### config.mk
export PLATFORM = sky130hd
export DESIGN_NAME = fetch_unit_flat
export DESIGN_NICKNAME = d
export VERILOG_FILES = /design/src/rtl/fetch_unit_if.sv /design/src/rtl/fetch_unit.sv /design/src/flat_wrapper.sv
export SDC_FILE = /design/constraint.sdc
export NUM_CORES = 1
export LEC_CHECK = 0
export CAP_MARGIN = 20
export CORE_MARGIN = 2
export CORE_UTILIZATION = 49
export CTS_BUF_LIST = sky130_fd_sc_hd__clkbuf_8
export DETAILED_ROUTE_END_ITERATION = 7
export GPL_TIMING_DRIVEN = 0
export PLACE_DENSITY_LB_ADDON = 0.05
export SLEW_MARGIN = 40
export SYNTH_ARGS = -nofsm -noshare
export SYNTH_HDL_FRONTEND = slang
export SYNTH_SLANG_ARGS = --single-unit
### constraint.sdc
create_clock -name clk -period 1.7 [get_ports clk]
set_clock_uncertainty 0.1 [all_clocks]
set_input_delay 0.34 -clock clk [delete_from_list [all_inputs] [get_ports clk]]
set_output_delay 0.34 -clock clk [all_outputs]
set_load 0.005 [all_outputs]
### src/rtl/fetch_unit_if.sv
// Instruction-memory request bus between the fetch stage (master) and memory (slave).
// One request outstanding; a request completes on a cycle with inst_req && inst_ack.
interface fetch_unit_if;
    logic        inst_req;
    logic [31:0] inst_addr;
    logic        inst_ack;
    logic [31:0] inst_rdata;

    modport master (
        output inst_req,
        output inst_addr,
        input  inst_ack,
        input  inst_rdata
    );

    modport slave (
        input  inst_req,
        input  inst_addr,
        output inst_ack,
        output inst_rdata
    );
endinterface

### src/rtl/fetch_unit.sv
// Instruction fetch stage: PC, single-outstanding memory requests, 2-entry output FIFO.
//   state   | meaning
//   FETCH   | normal fetching; acked data is pushed into the buffer
//   DISCARD | redirect hit an unacked request; wait for its ack, drop data, then fetch pend_pc
module fetch_unit #(
    parameter logic [31:0] RESET_PC = 32'hBFC0_0000
) (
    input  logic         clk,
    input  logic         resetn,
    fetch_unit_if.master mem,
    input  logic         redirect_valid,
    input  logic [31:0]  redirect_pc,
    output logic         out_valid,
    input  logic         out_ready,
    output logic [31:0]  out_inst,
    output logic [31:0]  out_pc,
    output logic [5:0]   out_op
);

    typedef enum logic {
        FETCH,
        DISCARD
    } state_t;

    state_t      state;
    logic [31:0] fetch_pc;
    logic [31:0] pend_pc;
    logic [31:0] buf_inst [2];
    logic [31:0] buf_pc   [2];
    logic        head;
    logic [1:0]  count;

    logic        ack_done;
    logic        pop;
    logic        push;
    logic        tail;
    logic [1:0]  count_next;
    logic [31:0] fetch_pc_next;
    logic [31:0] redirect_tgt;

    assign out_valid = (count != 2'd0);
    assign out_inst  = buf_inst[head];
    assign out_pc    = buf_pc[head];
    assign out_op    = out_inst[31:26];

    always_comb begin
        ack_done      = mem.inst_req & mem.inst_ack;
        pop           = out_valid & out_ready;
        push          = ack_done & (state == FETCH) & ~redirect_valid;
        tail          = head ^ count[0];
        redirect_tgt  = redirect_pc & ~32'h3;
        fetch_pc_next = push ? fetch_pc + 32'd4 : fetch_pc;
        count_next    = count;
        if (push && !pop) begin
            count_next = count + 2'd1;
        end else if (!push && pop) begin
            count_next = count - 2'd1;
        end
    end

    always_ff @(posedge clk or negedge resetn) begin
        if (!resetn) begin
            state         <= FETCH;
            fetch_pc      <= RESET_PC;
            pend_pc       <= 32'd0;
            mem.inst_req  <= 1'b0;
            mem.inst_addr <= RESET_PC;
            buf_inst[0]   <= 32'd0;
            buf_inst[1]   <= 32'd0;
            buf_pc[0]     <= 32'd0;
            buf_pc[1]     <= 32'd0;
            head          <= 1'b0;
            count         <= 2'd0;
        end else if (redirect_valid) begin
            count <= 2'd0;
            head  <= 1'b0;
            if (state == DISCARD) begin
                if (ack_done) begin
                    state         <= FETCH;
                    fetch_pc      <= redirect_tgt;
                    mem.inst_req  <= 1'b1;
                    mem.inst_addr <= redirect_tgt;
                end else begin
                    pend_pc <= redirect_tgt;
                end
            end else if (mem.inst_req && !mem.inst_ack) begin
                // request already on the bus must stay stable until acked
                state   <= DISCARD;
                pend_pc <= redirect_tgt;
            end else begin
                fetch_pc      <= redirect_tgt;
                mem.inst_req  <= 1'b1;
                mem.inst_addr <= redirect_tgt;
            end
        end else if (state == DISCARD) begin
            count <= count_next;
            head  <= head ^ pop;
            if (ack_done) begin
                state         <= FETCH;
                fetch_pc      <= pend_pc;
                mem.inst_req  <= 1'b1;
                mem.inst_addr <= pend_pc;
            end
        end else begin
            if (push) begin
                buf_inst[tail] <= mem.inst_rdata;
                buf_pc[tail]   <= mem.inst_addr;
            end
            count         <= count_next;
            head          <= head ^ pop;
            fetch_pc      <= fetch_pc_next;
            mem.inst_req  <= (count_next < 2'd2);
            mem.inst_addr <= fetch_pc_next;
        end
    end

endmodule

### src/flat_wrapper.sv
// flat-port wrapper written by rule: the top's interface ports become plain ports
module fetch_unit_flat 
#(
    parameter logic [31:0] RESET_PC = 32'hBFC0_0000
)
  (clk, resetn, redirect_valid, redirect_pc, out_valid, out_ready, out_inst, out_pc, out_op, mem_inst_req, mem_inst_addr, mem_inst_ack, mem_inst_rdata);
  fetch_unit_if mem_i ();
  input  logic clk;
  input  logic resetn;
  input  logic redirect_valid;
  input  logic [31:0] redirect_pc;
  output logic out_valid;
  input  logic out_ready;
  output logic [31:0] out_inst;
  output logic [31:0] out_pc;
  output logic [5:0] out_op;
  output wire logic [$bits(mem_i.inst_req)-1:0] mem_inst_req;
  output wire logic [$bits(mem_i.inst_addr)-1:0] mem_inst_addr;
  input wire logic [$bits(mem_i.inst_ack)-1:0] mem_inst_ack;
  input wire logic [$bits(mem_i.inst_rdata)-1:0] mem_inst_rdata;
  assign mem_inst_req = mem_i.inst_req;
  assign mem_inst_addr = mem_i.inst_addr;
  assign mem_i.inst_ack = mem_inst_ack;
  assign mem_i.inst_rdata = mem_inst_rdata;
  fetch_unit #(.RESET_PC(RESET_PC)) u_core (.clk(clk), .resetn(resetn), .mem(mem_i), .redirect_valid(redirect_valid), .redirect_pc(redirect_pc), .out_valid(out_valid), .out_ready(out_ready), .out_inst(out_inst), .out_pc(out_pc), .out_op(out_op));
endmodule
==> qor.yml <==
clocking:
  cts_tree: "built"
  insertion_delay_ns: 0.47
  cts-htree-levels: 4
  clkTransAtPathRegs_ns: 0.10
  cts_root_buf: "clkbuf_8"
  clkSinkCount: 189
  numCtsBuffers: 17
  clockBufferDepth: 2
route:
  dr.pass1.iters: 5
  drc_errors: 0
  drtAntennaViolNets: 0
  vias_per_cell: 5.77
  drt_iter0_markers: 526
  num_vias: 7528
  wl_mm: 29.7
  drt-wirelength-per-cell_um: 22.8
setup_path:
  critPathBufInv: 6
  path_delay_family: "buffers and inverters"
  cp-start-kind: "flop"
  slowest_delay_ns: 0.41
  cp_slowest_cell: "dfrtp_1"
  cpMostUsedCell: "buf_4"
  endpoint_kind: "flop"
  crit_chain: "buf_4, buf_6, buf_4, buf_4, xnor2_4, or3_4, buf_12, clkbuf_16, mux2_4"
  cp.arrival_ns: 2.61
  worstSetupPathType: "reg -> reg"
  worstPathMaxFanout: 5
  crit_required_ns: 1.95
grt:
  grt_max_degree: 76
  grt_use_met3_pct: 5.64
  gr-usage-met2_pct: 47.4
  grt_pass1_wl_mm: 41.4
  antenna_found_initial: 0
  track_usage_pct: 27.3
  grt-busiest-layer: "met2"
  grt_overflow: 0
  gr-usage-met1_pct: 34.1
  grt_pass1_vias: 7556
yosys:
  synth_edf_count: 0
  ys_seq_area_share_pct: 52.0
  synth_top_family_by_area: "multiplexers"
  ys_seq_elements: 189
  syn_avg_cell_area_um2: 12.6
  synth-xor-area-share_pct: 2.11
  synth-main-ff-cell: "dfrtp_1"
  async_flop_share_pct: 100
  syn_area_mm2: 0.00912
  synth_compound_area_share_pct: 8.19
  synth.area.top_cells: "dfrtp_1 (49%), mux2_2 (22%), mux2_1 (3.7%)"
  synth_top_cell_area_share_pct: 49.4
  synth.distinct_cells: 60
  synth-simple-area-share_pct: 6.46
  syn_inst: 721
  synth_fa_ha_area_share_pct: 0.274
  yosysTopAreaCell: "dfrtp_1"
  ys_top_cells_by_count: "dfrtp_1 (180), mux2_2 (180), o21ai_0 (31)"
  synth_mux_area_share_pct: 26.6
  yosys_warnings: 0
power_and_ir_drop:
  vdd_drop_max_mv: 1.05
  powerDensity_mw_per_mm2: 1850
  p_total_mw: 26.4
  power.leakage_nw: 6.65
placement:
  place_congestion: 0.814
  port_buffers: 165
  place_ws_ns: -1.02
  post_dp_cell_area_mm2: 0.0112
  hpwl_mm: 16.4
timing:
  hold_viol: 0
  finalSetupViolCount: 252
  slew-limit-headroom_pct: 52.7
  slew_viol_final: 0
  period_minus_slack_ns: 2.36
  worst_pin_slew_ns: 0.710
  fin_crit_sh_pct: 139
  fmax_mhz: 423
  rsz0062_at_grt: "true"
  worst_slack_ns: -0.663
layout:
  design_area_mm2: 0.0142
  drive_gt1_share_pct: 55.2
  final_nets: 1134
  syn_to_final_growth_pct: 56.1
  insertedDiodeCount: 0
worst_hold_path:
  hold_path_class: "in -> async"
floorplanning:
  core_mm2: 0.0181
  start_util_pct: 50.4
  row_count: 49
  die_area_mm2: 0.0197
  die_h_um: 140
  die_w_um: 140
  io_pins: 173
run_status:
  status: "complete, but fails checks"
  violations: "setup timing"
run:
  maxCapViolations: 0
path summary, 6_finish.rpt:
| check | cells after the start | start | endpoint | slack (ns) |
|---|---|---|---|---|
| max reg2reg | 9 | u_core.head$_DFF_PN0_ | u_core.buf_inst[28]$_DFFE_PN0P_ | -0.66 |
| min in group clk | 4 | redirect_valid | u_core.fetch_pc[31]$_DFFE_PN1P_ | 0.19 |
| min | 2 | resetn | u_core.buf_inst[21]$_DFFE_PN0P_ | 0.12 |
| min reg2reg | 1 | u_core.buf_inst[23]$_DFFE_PN0P_ | u_core.buf_inst[23]$_DFFE_PN0P_ | 0.40 |
| max | 9 | u_core.head$_DFF_PN0_ | u_core.buf_inst[28]$_DFFE_PN0P_ | -0.66 |
| max in group asynchronous | 4 | resetn | u_core.fetch_pc[9]$_DFFE_PN0P_ | 0.44 |
layout by cell type, fill, tap and decap left out, types with 11 or more instances in the layout:
| cell type | count |
|---|---|
| a21oi_1 | 22 |
| buf_12 | 25 |
| buf_16 | 11 |
| buf_2 | 34 |
| buf_4 | 87 |
| buf_6 | 80 |
| buf_8 | 17 |
| clkbuf_8 | 18 |
| clkdlybuf4s50_1 | 63 |
| dfrtp_1 | 163 |
| dfrtp_2 | 17 |
| dlymetal6s2s_1 | 21 |
| inv_1 | 12 |
| mux2_2 | 133 |
| mux2_4 | 67 |
| nand2_1 | 19 |
| nor2_1 | 23 |
| o21ai_0 | 19 |
| xnor2_1 | 13 |
cells by family (layout without fill, tap and decap cells):
group           after synthesis  after routing
compound gates              116            116
xor+xnor                     22             22
fa+ha+maj                     2              2
buf+inv                      72            422
flops                       189            189
mux                         216            216
other cells                   1              4
simple gates                103            104
timing repair:
| action | CTS | global route |
|---|---|---|
| pin swaps | 20 | 36 |
| hold endpoints to repair | 65 | 0 |
| gates resized for setup | 468 | 217 |
| gates cloned | 13 | 9 |
| buffers inserted | 72 | 67 |
| hold buffers | 1 | 0 |
| setup endpoints to repair | 286 | 283 |
flip-flops by register name (all words and copies together) (netlist names):
| register | count |
|---|---|
| u_core.buf_inst | 64 |
| u_core.buf_pc | 60 |
| u_core.fetch_pc | 30 |
| u_core.pend_pc | 30 |
| u_core.count | 2 |
| u_core.head | 1 |
| u_core.mem.inst_req | 1 |
| u_core.state | 1 |
per-stage QoR:
stage / cells / TNS, ns / utilization (%) / hold slack, ns
after floorplan: 724 / -3.69 / - / -0.0556
after global placement: 1118 / -1533.18 / 61.5 / 0.356
after detailed placement: 1121 / -163.83 / 62.0 / 0.0165
after CTS: 1234 / -98.79 / 71.6 / 0.113
after global routing: 1304 / -116.70 / 78.7 / 0.0959
final: 1304 / -107.60 / 78.7 / 0.121
cell type report:
| cell class | count | area (um^2) |
|---|---|---|
| Multi-Input combinational cell | 464 | 4630 |
| Sequential cell | 189 | 4760 |
| Clock buffer | 17 | 234 |
| Inverter | 13 | 51.3 |
| Buffer | 56 | 737 |
| Tap cell | 229 | 287 |
| Clock inverter | 14 | 154 |
| Timing Repair Buffer | 322 | 3380 |
| Fill cell | 1084 | 3850 |
per-layer routing:
metal  part of all wire (%)  up-vias
met4                    1.9        0
li1                       -     3284
met2                     52      311
met3                    6.0       47
met1                     40     3886
met5                      0        -
report_power, final:
part / total (mW) / switching [mW] / internal (mW) / leakage (nW)
combinational: 14.8 / 5.74 / 9.09 / 4.20
clock: 3.04 / 1.61 / 1.43 / 0.206
sequential: 8.49 / 1.66 / 6.83 / 2.24
total: 26.4 / 9.01 / 17.3 / 6.65
No activity file was read; power rests on OpenSTA's default activity.
